===== config.mk =====
export PLATFORM = sky130hd
export DESIGN_NAME = vsim_msg_serializer
export DESIGN_NICKNAME = d
export VERILOG_FILES = /design/src/rtl/vsim_ser_pkg.sv /design/src/rtl/vsim_ser_wordbuf.sv /design/src/rtl/vsim_msg_serializer.sv
export SDC_FILE = /design/constraint.sdc
export NUM_CORES = 1
export LEC_CHECK = 0
export CAP_MARGIN = 20
export CORE_AREA = 2 2 139 195
export DETAILED_ROUTE_END_ITERATION = 10
export DIE_AREA = 0 0 141 197
export PLACE_DENSITY_LB_ADDON = 0.12
export SKIP_CTS_REPAIR_TIMING = 1
export SLEW_MARGIN = 20
export SYNTH_ARGS = -nofsm -noshare
export SYNTH_HDL_FRONTEND = slang
export SYNTH_SLANG_ARGS = --single-unit

===== constraint.sdc =====
create_clock -name CLK -period 9.8 [get_ports CLK]
set_input_delay 1.96 -clock CLK [delete_from_list [all_inputs] [get_ports CLK]]
set_output_delay 1.96 -clock CLK [all_outputs]
set_load 0.02 [all_outputs]

===== src/rtl/vsim_ser_pkg.sv =====
// Shared types and helpers for the vsim_msg_serializer codebase slice:
// FSM state encoding, header packing and the length-field width helper.
package vsim_ser_pkg;

  typedef enum logic [1:0] {
    IDLE,
    HDR,
    BODY
  } ser_state_e;

  // Widest beat the header helper supports; callers cast the result down.
  localparam int HDR_MAX_W  = 128;
  localparam int HDR_HALF_W = HDR_MAX_W / 2;

  // Width needed to hold a payload word count of 0..max_words.
  function automatic int calc_len_w(input int max_words);
    return $clog2(max_words + 1);
  endfunction

  // Header beat: id in the upper half, total beat count (truncated) in the lower half.
  function automatic logic [HDR_MAX_W-1:0] pack_header(
    input logic [HDR_HALF_W-1:0] id,
    input logic [HDR_HALF_W-1:0] count,
    input int                    half_w
  );
    logic [HDR_MAX_W-1:0] mask;
    mask = (HDR_MAX_W'(1) << half_w) - HDR_MAX_W'(1);
    return (HDR_MAX_W'(id) << half_w) | (HDR_MAX_W'(count) & mask);
  endfunction

endpackage


===== src/rtl/vsim_ser_wordbuf.sv =====
// Payload capture buffer for vsim_msg_serializer: MAX_WORDS x width
// registers loaded in one cycle, read through a combinational index port.
module vsim_ser_wordbuf
  import vsim_ser_pkg::*;
#(
  parameter int width     = 32,
  parameter int MAX_WORDS = 8,
  parameter int LEN_W     = calc_len_w(MAX_WORDS)
) (
  input  logic                       CLK,
  input  logic                       i_load,
  input  logic [MAX_WORDS*width-1:0] i_data,
  input  logic [LEN_W-1:0]           i_idx,
  output logic [width-1:0]           o_word
);

  logic [width-1:0] r_mem [MAX_WORDS];

  // Capture every payload word when a message is accepted.
  // NOTE: the payload store has no reset; words are only read after a load, and reset returns the FSM to IDLE so stale contents are never emitted.
  always_ff @(posedge CLK) begin
    if (i_load) begin
      for (int k = 0; k < MAX_WORDS; k++) begin
        // NOTE: sequential state uses non-blocking assignment so every register samples pre-edge values.
        r_mem[k] <= i_data[k*width +: width];
      end
    end
  end

  // Index read port; out-of-range indices read as zero instead of addressing past the array.
  always_comb begin
    // NOTE: default assignment first so no path leaves o_word unassigned and infers a latch.
    o_word = '0;
    for (int k = 0; k < MAX_WORDS; k++) begin
      if (i_idx == LEN_W'(k)) o_word = r_mem[k];
    end
  end

endmodule


===== src/rtl/vsim_msg_serializer.sv =====
// Message serializer: accepts one message (id + up to MAX_WORDS words) per
// EN_msg/RDY_msg handshake and emits a header beat followed by payload beats
// on the EN_beat/RDY_beat port, with `last` on the final beat.
// Optional build macro VSIM_SER_STATS_EN adds stat_msgs / stat_beats counters.
module vsim_msg_serializer
  import vsim_ser_pkg::*;
#(
  parameter int width     = 32,
  parameter int MAX_WORDS = 8,
  parameter int LEN_W     = calc_len_w(MAX_WORDS)
) (
  input  logic                       CLK,
  input  logic                       nRST,
  input  logic                       EN_msg,
  output logic                       RDY_msg,
  input  logic [width/2-1:0]         msg_id,
  input  logic [LEN_W-1:0]           msg_len,
  input  logic [MAX_WORDS*width-1:0] msg_data,
  output logic                       RDY_beat,
  input  logic                       EN_beat,
  output logic [width-1:0]           beat,
  output logic                       last,
  output logic                       err_len
`ifdef VSIM_SER_STATS_EN
  ,
  output logic [31:0]                stat_msgs,
  output logic [31:0]                stat_beats
`endif
);

  localparam int HALF_W = width / 2;
  localparam int CNT_W  = LEN_W + 1;

  ser_state_e        r_state;
  logic              r_rdy_beat;
  logic [width-1:0]  r_beat;
  logic              r_last;
  logic              r_err_len;
  logic [LEN_W-1:0]  r_len;
  logic [LEN_W-1:0]  r_idx;

  logic              w_accept;
  logic              w_consume;
  logic              w_len_over;
  logic [LEN_W-1:0]  w_len_clamp;
  logic [CNT_W-1:0]  w_hdr_cnt;
  logic [width-1:0]  w_hdr_beat;
  logic [LEN_W-1:0]  w_rd_idx;
  logic [width-1:0]  w_rd_word;
  logic              w_next_last;

  assign RDY_msg   = (r_state == IDLE) && !nRST;
  assign w_accept  = EN_msg && RDY_msg;
  assign w_consume = EN_beat && r_rdy_beat;

  assign w_len_over  = msg_len > LEN_W'(MAX_WORDS);
  assign w_len_clamp = w_len_over ? LEN_W'(MAX_WORDS) : msg_len;
  assign w_hdr_cnt   = {1'b0, w_len_clamp} + CNT_W'(1);
  assign w_hdr_beat  = width'(pack_header(HDR_HALF_W'(msg_id), HDR_HALF_W'(w_hdr_cnt), HALF_W));

  // Word that becomes the beat after the current one is consumed.
  assign w_rd_idx    = (r_state == HDR) ? '0 : r_idx + LEN_W'(1);
  assign w_next_last = ({1'b0, w_rd_idx} + CNT_W'(1)) == {1'b0, r_len};

  vsim_ser_wordbuf #(
    .width     (width),
    .MAX_WORDS (MAX_WORDS),
    .LEN_W     (LEN_W)
  ) u_wordbuf (
    .CLK    (CLK),
    .i_load (w_accept),
    .i_data (msg_data),
    .i_idx  (w_rd_idx),
    .o_word (w_rd_word)
  );

  // Message FSM with registered beat-port outputs.
  always_ff @(posedge CLK) begin
    if (nRST) begin
      r_state    <= IDLE;
      r_rdy_beat <= 1'b0;
      r_beat     <= '0;
      r_last     <= 1'b0;
      r_err_len  <= 1'b0;
      r_len      <= '0;
      r_idx      <= '0;
    end else begin
      case (r_state)
        IDLE: begin
          if (w_accept) begin
            r_state    <= HDR;
            r_len      <= w_len_clamp;
            r_idx      <= '0;
            r_rdy_beat <= 1'b1;
            r_beat     <= w_hdr_beat;
            r_last     <= (w_len_clamp == '0);
            if (w_len_over) r_err_len <= 1'b1;
          end
        end
        HDR, BODY: begin
          if (w_consume) begin
            if (r_last) begin
              r_state    <= IDLE;
              r_rdy_beat <= 1'b0;
              r_beat     <= '0;
              r_last     <= 1'b0;
            end else begin
              r_state <= BODY;
              r_idx   <= w_rd_idx;
              r_beat  <= w_rd_word;
              r_last  <= w_next_last;
            end
          end
        end
        default: begin
          r_state    <= IDLE;
          r_rdy_beat <= 1'b0;
        end
      endcase
    end
  end

  assign RDY_beat = r_rdy_beat;
  assign beat     = r_beat;
  assign last     = r_last;
  assign err_len  = r_err_len;

`ifdef VSIM_SER_STATS_EN
  logic [31:0] r_stat_msgs;
  logic [31:0] r_stat_beats;

  // Free-running message and beat counters, wrapping modulo 2^32.
  always_ff @(posedge CLK) begin
    if (nRST) begin
      r_stat_msgs  <= '0;
      r_stat_beats <= '0;
    end else begin
      if (w_accept)  r_stat_msgs  <= r_stat_msgs + 32'd1;
      if (w_consume) r_stat_beats <= r_stat_beats + 32'd1;
    end
  end

  assign stat_msgs  = r_stat_msgs;
  assign stat_beats = r_stat_beats;
`endif

endmodule


==> run_results.csv, run 1 <==
group,metric,value,unit
yosys,async_reset_ff_share,0,%
routing,routed_wl,37700,um
yosys,synth_cells,976,
run_status,outcome,"completed",
yosys,synth.distinct_cells,65,
die,die_w,141,um
yosys,yosysWarningCount,0,
cells_and_area,final_cell_mix,"clkdlybuf4s50_1, edfxtp_1, inv_1",
global_routing,grt_use_total,26.4,%
die,die_h,197,um
placement,dpl.hpwl,25300,um
pwr,powerDensity,259,nW/um2
timing,holdWs,0.476,ns
timing,rsz0062_at_grt,"false",
pwr,p_leak,6.09,nW
clocking,h-tree-depth,1,
clocking,clk_pin_slew,0.07,ns
routing,drt-initial-drc-count,690,
routing,drc,0,
cells_and_area,n_fill_cell,1947,
routing,drtPass1Iterations,5,
clocking,clk_latency,0.56,ns
routing,vias_per_cell,5.98,
critical_path,crit_chain,"clkdlybuf4s50_1 -> buf_4 -> nor2_1 -> clkdlybuf4s50_1",
critical_path,worst_ep_required_time,7.84,ns
critical_path,worstSetupStartpointType,"input port",
timing,slew_viol_final,0,
yosys,yosys-top-cells-area,"edfxtp_1, dfxtp_1, a221oi_1",
routing,vias,9583,
critical_path,arrival,3.40,ns
die,ios,316,
yosys,synth_top_area_cell,"edfxtp_1",
timing,slew_headroom,25.0,%
clocking,cts_buffers,30,
yosys,synth_area_per_cell,13.2,um2
timing,finalCriticalPeriod,5.36,ns
routing,wl_per_cell,23.5,um
global_routing,grt_pass1_wl,55400,um
cells_and_area,synthToLayoutAreaGrowth,33.8,%
critical_path,crit_path_top_delay_cell,"clkdlybuf4s50_1",
critical_path,cp_max_fo,28,
yosys,yosys_most_used_dff,"edfxtp_1",
timing,hold_viol,0,
timing,tns,0,ns
clocking,root_buffer,"clkbuf_16",
cells_and_area,nets,1543,
placement,place_congestion,0.902,
critical_path,crit_path_max_incr_delay,0.55,ns
routing,antenna_left,0,
timing,fin_crit_sh,54.7,%
global_routing,grt_max_degree,105,
pwr,ir_drop,0.000170,V
timing,max_freq,186,MHz
placement,io_buffers,315,
yosys,seq_area_frac_synth,66.8,%
critical_path,cp-end-kind,"primary output",
clocking,cts_tree,"done",
yosys,synth_edf_count,256,
timing,worstMarginPinSlew,1.12,ns
yosys,synth.net_count,1265,
timing,finalSetupViolCount,0,
cells_and_area,drive_gt1_share,6.65,%
yosys,ys_seq_elements,301,
global_routing,grt_pass1_vias,9733,
die,rows,70,
global_routing,grt_antenna_before_repair,1,
global_routing,overflow,0,
die,die-area,27800,um2
job,maxCapViolCount,0,
worst_hold_path,holdCritPathClass,"flip-flop to flip-flop",
timing,skew,0.0129,ns
yosys,netlist.area_leader.share,59.8,%
die,core,26000,um2
critical_path,crit_type,"input port to primary output",
die,initial_core_util,49.4,%
critical_path,timing.critical_path.mode_cell,"clkdlybuf4s50_1",
cells_and_area,final_common_cell,"clkdlybuf4s50_1",
clocking,cts.sinks,301,
yosys,syn_area,12900,um2
clocking,cts_buffer_depth,3,
-- synth_stat cells, drive strengths merged (22+ instances only) --
cell	count
a221oi	36
clkbuf	60
o22ai	36
o21ai	41
nand2	40
a21oi	40
nor2	45
dfxtp	45
a31oi	22
edfxtp	256
inv	58
a221o	29
-- final timing paths --
| check | from | slack, ns | endpoint | depth (start not counted) |
|---|---|---|---|---|
| setup / recovery | nRST | 4.44 | RDY_msg | 4 |
| hold / removal | r_state[1]$_SDFFE_PP0P_ | 0.48 | r_state[1]$_SDFFE_PP0P_ | 2 |
| setup reg to reg | r_state[1]$_SDFFE_PP0P_ | 5.32 | beat[22]$_SDFFE_PP0P_ | 11 |
| hold reg to reg | r_state[1]$_SDFFE_PP0P_ | 0.48 | r_state[1]$_SDFFE_PP0P_ | 2 |
-- cell type report --
cell class	instances	area (um2)	area share (%)
antenna	1	2.50	0.0145
clock buffer	43	850	4.94
clock inverter	13	160	0.931
inverter	59	229	1.33
multi-input combinational	533	3710	21.6
sequential	301	8590	49.9
tap	324	405	2.36
timing repair buffer	329	3260	18.9
-- report_power, final --
part	switching (W)	internal, W
clock network	0.000481	0.000683
logic	0.000998	0.000620
registers	0.0000669	0.00160
total	0.00155	0.00290
-- critical path, delay by kind of cell --
| kind | cells | cell delay (ns) |
|---|---|---|
| buffers and inverters | 3 | 1.35 |
| AND/OR/NAND/NOR | 1 | 0.08 |
-- layer usage --
metal	global-route usage [%]	wire length [um]	vias to the layer above
li1	-	-	4405
met2	48.1	19500	470
met1	30.6	13700	4640
met3	5.08	3110	68
met4	10.0	1360	0
met5	0	0	-
-- stage by stage --
stage	worst slack (ns)	util, %	instance area, um2	total power [W]	cells
6_report	4.44	66.1	17200	0.00445	1603
5_1_grt	4.39	66.1	17200	0.00464	1603
4_1_cts	4.45	66.1	17200	0.00446	1602
3_5_place_dp	4.46	62.2	16200	0.00330	1546
3_3_place_gp	4.46	62.2	16200	0.00327	1546
2_1_floorplan	1.84	-	12900	0.00271	976
-- sequential cells by signal (all words and copies together), names as in the netlist --
signal / count
RDY_beat: 1
r_len: 4
last: 1
r_state: 2
u_wordbuf.r_mem: 256
beat: 32
r_idx: 4
err_len: 1
-- logic make-up after synthesis --
| family | after synthesis | synth area share, % |
|---|---|---|
| compound gates | 325 | 18.9 |
| xor+xnor | 5 | 0.341 |
| flops | 301 | 66.8 |
| mux | 1 | 0.0779 |
| buf+inv | 142 | 4.74 |
| simple gates | 193 | 8.31 |
| fa+ha+maj | 9 | 0.876 |
Power figures use the tool's default switching activity.
==> run 2, diff against run 1 <==
Settings changed: CORE_AREA 2 2 139 195 to 2 2 146 205, DIE_AREA 0 0 141 197 to 0 0 148 207.
Clock period 9.8 ns to 4.8 ns, I/O delays scaled along.
==> run 2 against run 1 <==
Via count up 0.90%. Critical path depth up 5. Cell count up 4.2%. Hold slack worse by 0.010 ns. Critical endpoint is now beat[2]$_SDFFE_PP0P_. Largest cell class unchanged. Largest power group unchanged. Register-to-register slack worse by 4.1 ns. Die area up 10%. Core utilization down 6.3 points. Sequential cell count unchanged. Non-clock buffer count up 8.
==> run_results.csv, run 2 (synthesis gave the netlist of run 1 again) <==
group,metric,value,unit
pwr,ir_drop,0.000364,V
timing,skew,0.0205,ns
worst_hold_path,holdCritPathClass,"flip-flop to flip-flop",
pwr,pwr-share-clk,24.8,%
critical_path,timing.critical_path.mode_cell,"nor2b_1",
cells_and_area,drive_gt1_share,6.77,%
global_routing,overflow,0,
run_status,outcome,"completed",
critical_path,crit_path_max_incr_delay,0.77,ns
pwr,p_leak,6.08,nW
pwr,p_comb_share,37.2,%
cells_and_area,final_cell_mix,"clkdlybuf4s50_1, edfxtp_1, inv_1",
global_routing,grt_pass1_vias,10000,
routing,antenna_left,0,
die,die-area,30600,um2
clocking,root_buffer,"clkbuf_16",
critical_path,reg2regPathDepth,9,
placement,io_buffers,315,
routing,wl_per_cell,24.1,um
clocking,clk_pin_slew,0.06,ns
routing,vias_per_cell,5.79,
critical_path,path_buf_inv,2,
critical_path,arrival,3.99,ns
global_routing,grt_max_degree,100,
cells_and_area,multiInputGateArea,3700,um2
worst_hold_path,holdPathStages,2,
cells_and_area,fin_area,17300,um2
cells_and_area,nets,1551,
timing,rsz0062_at_grt,"false",
critical_path,crit_path_top_delay_cell,"ha_4",
clocking,clk_latency,0.56,ns
cells_and_area,seq_area,8590,um2
cells_and_area,top_register,"u_wordbuf.r_mem",
critical_path,worstSetupStartpointType,"flip-flop",
critical_path,crit_chain,"inv_1 -> ha_2 -> nor2b_1 -> ha_4 -> buf_4 -> nor2b_1 -> a22o_1 -> a221oi_1 -> a31oi_1",
clocking,cts_buffer_depth,3,
die,rows,74,
pwr,intPower,0.00582,W
critical_path,cpLargestDelayFamily,"adder cells",
die,initial_core_util,44.5,%
die,die_h,207,um
clocking,cts_tree,"done",
pwr,powerDensity,520,nW/um2
timing,finalCriticalPeriod,3.56,ns
routing,drt-initial-drc-count,750,
timing,fin_crit_sh,74.2,%
global_routing,grt_pass1_wl,59100,um
cells_and_area,n_fill_cell,2360,
routing,drtPass1Iterations,8,
cells_and_area,largest_reg_flops,256,
timing,slew_viol_final,0,
cells_and_area,final_common_cell,"clkdlybuf4s50_1",
clocking,cts_buffers,30,
critical_path,worst-path-stages,9,
placement,dpl_cell_area,16300,um2
global_routing,grt_use_total,25.6,%
critical_path,cp-end-kind,"flip-flop",
die,die_w,148,um
routing,vias,9669,
timing,hold_viol,0,
placement,place_congestion,0.905,
pwr,sw_frac_of_total,35.2,%
timing,finalSetupViolCount,0,
critical_path,worst_ep_required_time,5.23,ns
timing,slew_headroom,26.9,%
die,core,28900,um2
die,ios,316,
pwr,seqPwrFrac,38.0,%
routing,drc,0,
clocking,cts.sinks,301,
cells_and_area,fin_util,59.8,%
timing,tns,0,ns
routing,routed_wl,40300,um
cells_and_area,synthToLayoutAreaGrowth,34.4,%
timing,worstMarginPinSlew,1.09,ns
critical_path,crit_type,"flip-flop to flip-flop",
job,maxCapViolCount,0,
clocking,h-tree-depth,1,
global_routing,grt_antenna_before_repair,7,
pwr,switchingPower,0.00316,W
placement,dpl.hpwl,27900,um
timing,max_freq,281,MHz
critical_path,cp_max_fo,71,
-- run 2: cell types whose count changed in the layout (fill, tap and decap cells not counted), moves of 2 or more --
cell and change:
buf_4 +5, buf_12 +2, bufinv_16 -2, diode_2 +5, clkbuf_1 +3, clkbuf_8 -4
clkinv_1 +3, clkinvlp_4 +2
-- run 2: final cells by class --
cell class              count  area share [%]
clock inverters            12           0.514
clock buffers              43            4.81
inverters                  59            1.30
multi-input cells         533            21.4
well taps                 380            2.75
repair buffers            337            19.4
flip-flops and latches    301            49.7
diodes                      6          0.0869
-- run 2: worst paths after layout --
check                                from                      end  slack, ns
setup / recovery  r_state[1]$_SDFFE_PP0P_     beat[2]$_SDFFE_PP0P_       1.24
hold / removal    r_state[1]$_SDFFE_PP0P_  r_state[1]$_SDFFE_PP0P_       0.47
setup reg to reg  r_state[1]$_SDFFE_PP0P_     beat[2]$_SDFFE_PP0P_       1.24
hold reg to reg   r_state[1]$_SDFFE_PP0P_  r_state[1]$_SDFFE_PP0P_       0.47
-- run 2: metal layers --
| metal | GRT usage [%] | part of all wire (%) | vias to the layer above |
|---|---|---|---|
| li1 | - | - | 4428 |
| met1 | 28.8 | 35 | 4700 |
| met2 | 45.1 | 51 | 439 |
| met3 | 5.81 | 8.7 | 100 |
| met4 | 12.9 | 5.1 | 2 |
| met5 | 0 | 0.032 | - |
-- run 2: power by group through the flow --
stage / clock network, W / registers (W) / logic [W]
after CTS: 0.00226 / 0.00341 / 0.00335
after detailed placement: 0 / 0.00347 / 0.00334
after global routing: 0.00237 / 0.00344 / 0.00357
after floorplan: 0 / 0.00356 / 0.00195
final: 0.00223 / 0.00341 / 0.00334
after global placement: 0 / 0.00345 / 0.00331
-- run 2: tightest hold or removal path, cell delays in order, from the launching register on --
cell and delay (ns):
dfxtp_1 0.31, nand2_1 0.05, a21oi_1 0.06
-- run 2: per-stage QoR --
| stage | setup slack, ns | power, W | hold WS [ns] | std cells |
|---|---|---|---|---|
| after floorplan | -0.840 | 0.00551 | 0.436 | 976 |
| after global placement | 1.18 | 0.00676 | 0.448 | 1609 |
| after detailed placement | 1.07 | 0.00680 | 0.457 | 1609 |
| after CTS | 1.06 | 0.00902 | 0.466 | 1664 |
| after global routing | 1.04 | 0.00938 | 0.505 | 1670 |
| final | 1.24 | 0.00898 | 0.466 | 1671 |
==> run 3, diff against run 2 <==
Settings changed: CORE_AREA 2 2 146 205 to 2 2 139 195, DIE_AREA 0 0 148 207 to 0 0 141 197.
Clock period 4.8 ns to 3.6 ns, I/O delays scaled along.
==> run 3 against run 2 <==
Via count grew 0.52%. Sequential share of layout area shrank 0.14 points. Total power grew 34%. Clock power grew 30%. Core utilization grew 6.8 points. Highest routed layer is now met4.
==> run_results.csv, run 3 (synthesis gave the netlist of run 1 again) <==
group,metric,value,unit
critical_path,crit_path_end,"beat[22]$_SDFFE_PP0P_",
cells_and_area,fin_area,17300,um2
critical_path,cp_max_fo,37,
placement,dpl_cell_area,16400,um2
timing,hold_viol,0,
clocking,cts.sinks,301,
routing,drt-initial-drc-count,674,
placement,place_congestion,0.943,
cells_and_area,synthToLayoutAreaGrowth,34.8,%
placement,io_buffers,315,
pwr,powerDensity,695,nW/um2
routing,wl_per_cell,24.0,um
job,maxCapViolCount,0,
global_routing,overflow,0,
routing,drc,0,
critical_path,r2r_start,"r_idx[0]$_SDFFE_PP0P_",
clocking,cts_buffers,30,
critical_path,crit_chain,"ha_1 -> nor2b_1 -> buf_4 -> ha_4 -> buf_4 -> a21oi_1 -> a221oi_1 -> o22ai_1 -> a221o_1 -> a311oi_1",
timing,finalCriticalPeriod,3.31,ns
clocking,h-tree-depth,1,
global_routing,grt_max_degree,99,
routing,drtPass1Iterations,7,
cells_and_area,n_antenna_cell,0,
die,ios,316,
timing,rsz0062_at_grt,"false",
timing,skew,0.0151,ns
global_routing,grt_pass1_vias,10100,
die,rows,70,
run_status,outcome,"completed",
global_routing,grt_antenna_before_repair,0,
critical_path,cp-end-kind,"flip-flop",
routing,routed_wl,39100,um
critical_path,rr_endpoint,"beat[22]$_SDFFE_PP0P_",
timing,fin_crit_sh,91.8,%
placement,dpl.hpwl,27400,um
critical_path,crit_path_max_incr_delay,0.42,ns
cells_and_area,fin_util,66.6,%
critical_path,reg2regPathDepth,10,
die,die-area,27800,um2
routing,antenna_left,0,
critical_path,crit_path_top_delay_cell,"a221o_1",
clocking,root_buffer,"clkbuf_16",
cells_and_area,largest_reg_flops,256,
clocking,cts_buffer_depth,3,
timing,holdWs,0.456,ns
routing,vias,9719,
routing,vias_per_cell,5.98,
critical_path,worstSetupStartpointType,"flip-flop",
timing,finalSetupViolCount,0,
timing,max_freq,303,MHz
critical_path,crit_start,"r_idx[0]$_SDFFE_PP0P_",
global_routing,grt_pass1_wl,57700,um
pwr,p_leak,6.17,nW
critical_path,r2r_setup_slack,0.29,ns
clocking,clk_latency,0.56,ns
timing,slew_headroom,38.6,%
timing,slew_viol_final,0,
critical_path,worst_ep_required_time,4.06,ns
critical_path,timing.critical_path.mode_cell,"buf_4",
pwr,ir_drop,0.000436,V
critical_path,crit_type,"flip-flop to flip-flop",
cells_and_area,nets,1567,
cells_and_area,drive_gt1_share,7.53,%
cells_and_area,final_cell_mix,"clkdlybuf4s50_1, edfxtp_1, inv_1",
cells_and_area,final_common_cell,"clkdlybuf4s50_1",
critical_path,arrival,3.77,ns
clocking,cts_tree,"done",
global_routing,grt_use_total,27.6,%
timing,worstMarginPinSlew,0.918,ns
clocking,clk_pin_slew,0.07,ns
cells_and_area,top_register,"u_wordbuf.r_mem",
die,die_w,141,um
die,die_h,197,um
die,initial_core_util,49.4,%
timing,tns,0,ns
worst_hold_path,holdCritPathClass,"flip-flop to flip-flop",
die,core,26000,um2
-- run 3: cell count changes in the layout (fill, tap and decap cells not counted), sizes merged --
| cell | change |
|---|---|
| clkbuf | -6 |
| clkinvlp | -3 |
| buf | +16 |
| diode | -6 |
| clkinv | +10 |
-- run 3: report_power, final --
part | internal (W) | switching (W)
Sequential | 0.00435 | 0.000203
Clock | 0.00159 | 0.00129
Combinational | 0.00187 | 0.00272
-- run 3: final cells by class --
cell class	instances	area, um2
flip-flops and latches	301	8590
inverters	59	225
repair buffers	353	3510
multi-input cells	533	3700
clock inverters	19	116
well taps	324	405
clock buffers	37	777
fillers	1953	8680
-- run 3: how the worst min path moves through the flow --
| stage | start | end | slack [ns] | cells past startpoint |
|---|---|---|---|---|
| after floorplan | r_state[1]$_SDFFE_PP0P_ | r_state[1]$_SDFFE_PP0P_ | 0.44 | 2 |
| after global placement | r_state[1]$_SDFFE_PP0P_ | r_state[1]$_SDFFE_PP0P_ | 0.45 | 2 |
| after detailed placement | r_state[1]$_SDFFE_PP0P_ | r_state[1]$_SDFFE_PP0P_ | 0.45 | 2 |
| after CTS | r_state[1]$_SDFFE_PP0P_ | r_state[1]$_SDFFE_PP0P_ | 0.46 | 2 |
| after global routing | r_state[1]$_SDFFE_PP0P_ | r_state[1]$_SDFFE_PP0P_ | 0.49 | 2 |
| final | r_state[1]$_SDFFE_PP0P_ | r_state[1]$_SDFFE_PP0P_ | 0.46 | 2 |
-- run 3: layer usage --
metal	vias to the layer above	wire, um	track usage (%)
li1	4451	-	-
met1	4714	13600	31.2
met2	481	20700	51.6
met3	73	3230	4.96
met4	0	1510	10.6
met5	-	0	0
-- run 3: critical path, delay by kind of cell, from the launching register on --
kind                       cells  cell delay, ns
AOI/OAI and AO/OA              5            1.37
adders and majority gates      2            0.75
buffers and inverters          2            0.53
DFF                            1            0.37
and+or+nand+nor                1            0.19
-- run 3: per-stage QoR --
stage	std cells	setup slack [ns]	power (W)
2_1_floorplan	976	-1.80	0.00735
3_3_place_gp	1570	0.428	0.00911
3_5_place_dp	1570	0.330	0.00917
4_1_cts	1626	0.296	0.0120
5_1_grt	1626	0.125	0.0125
6_report	1626	0.294	0.0120
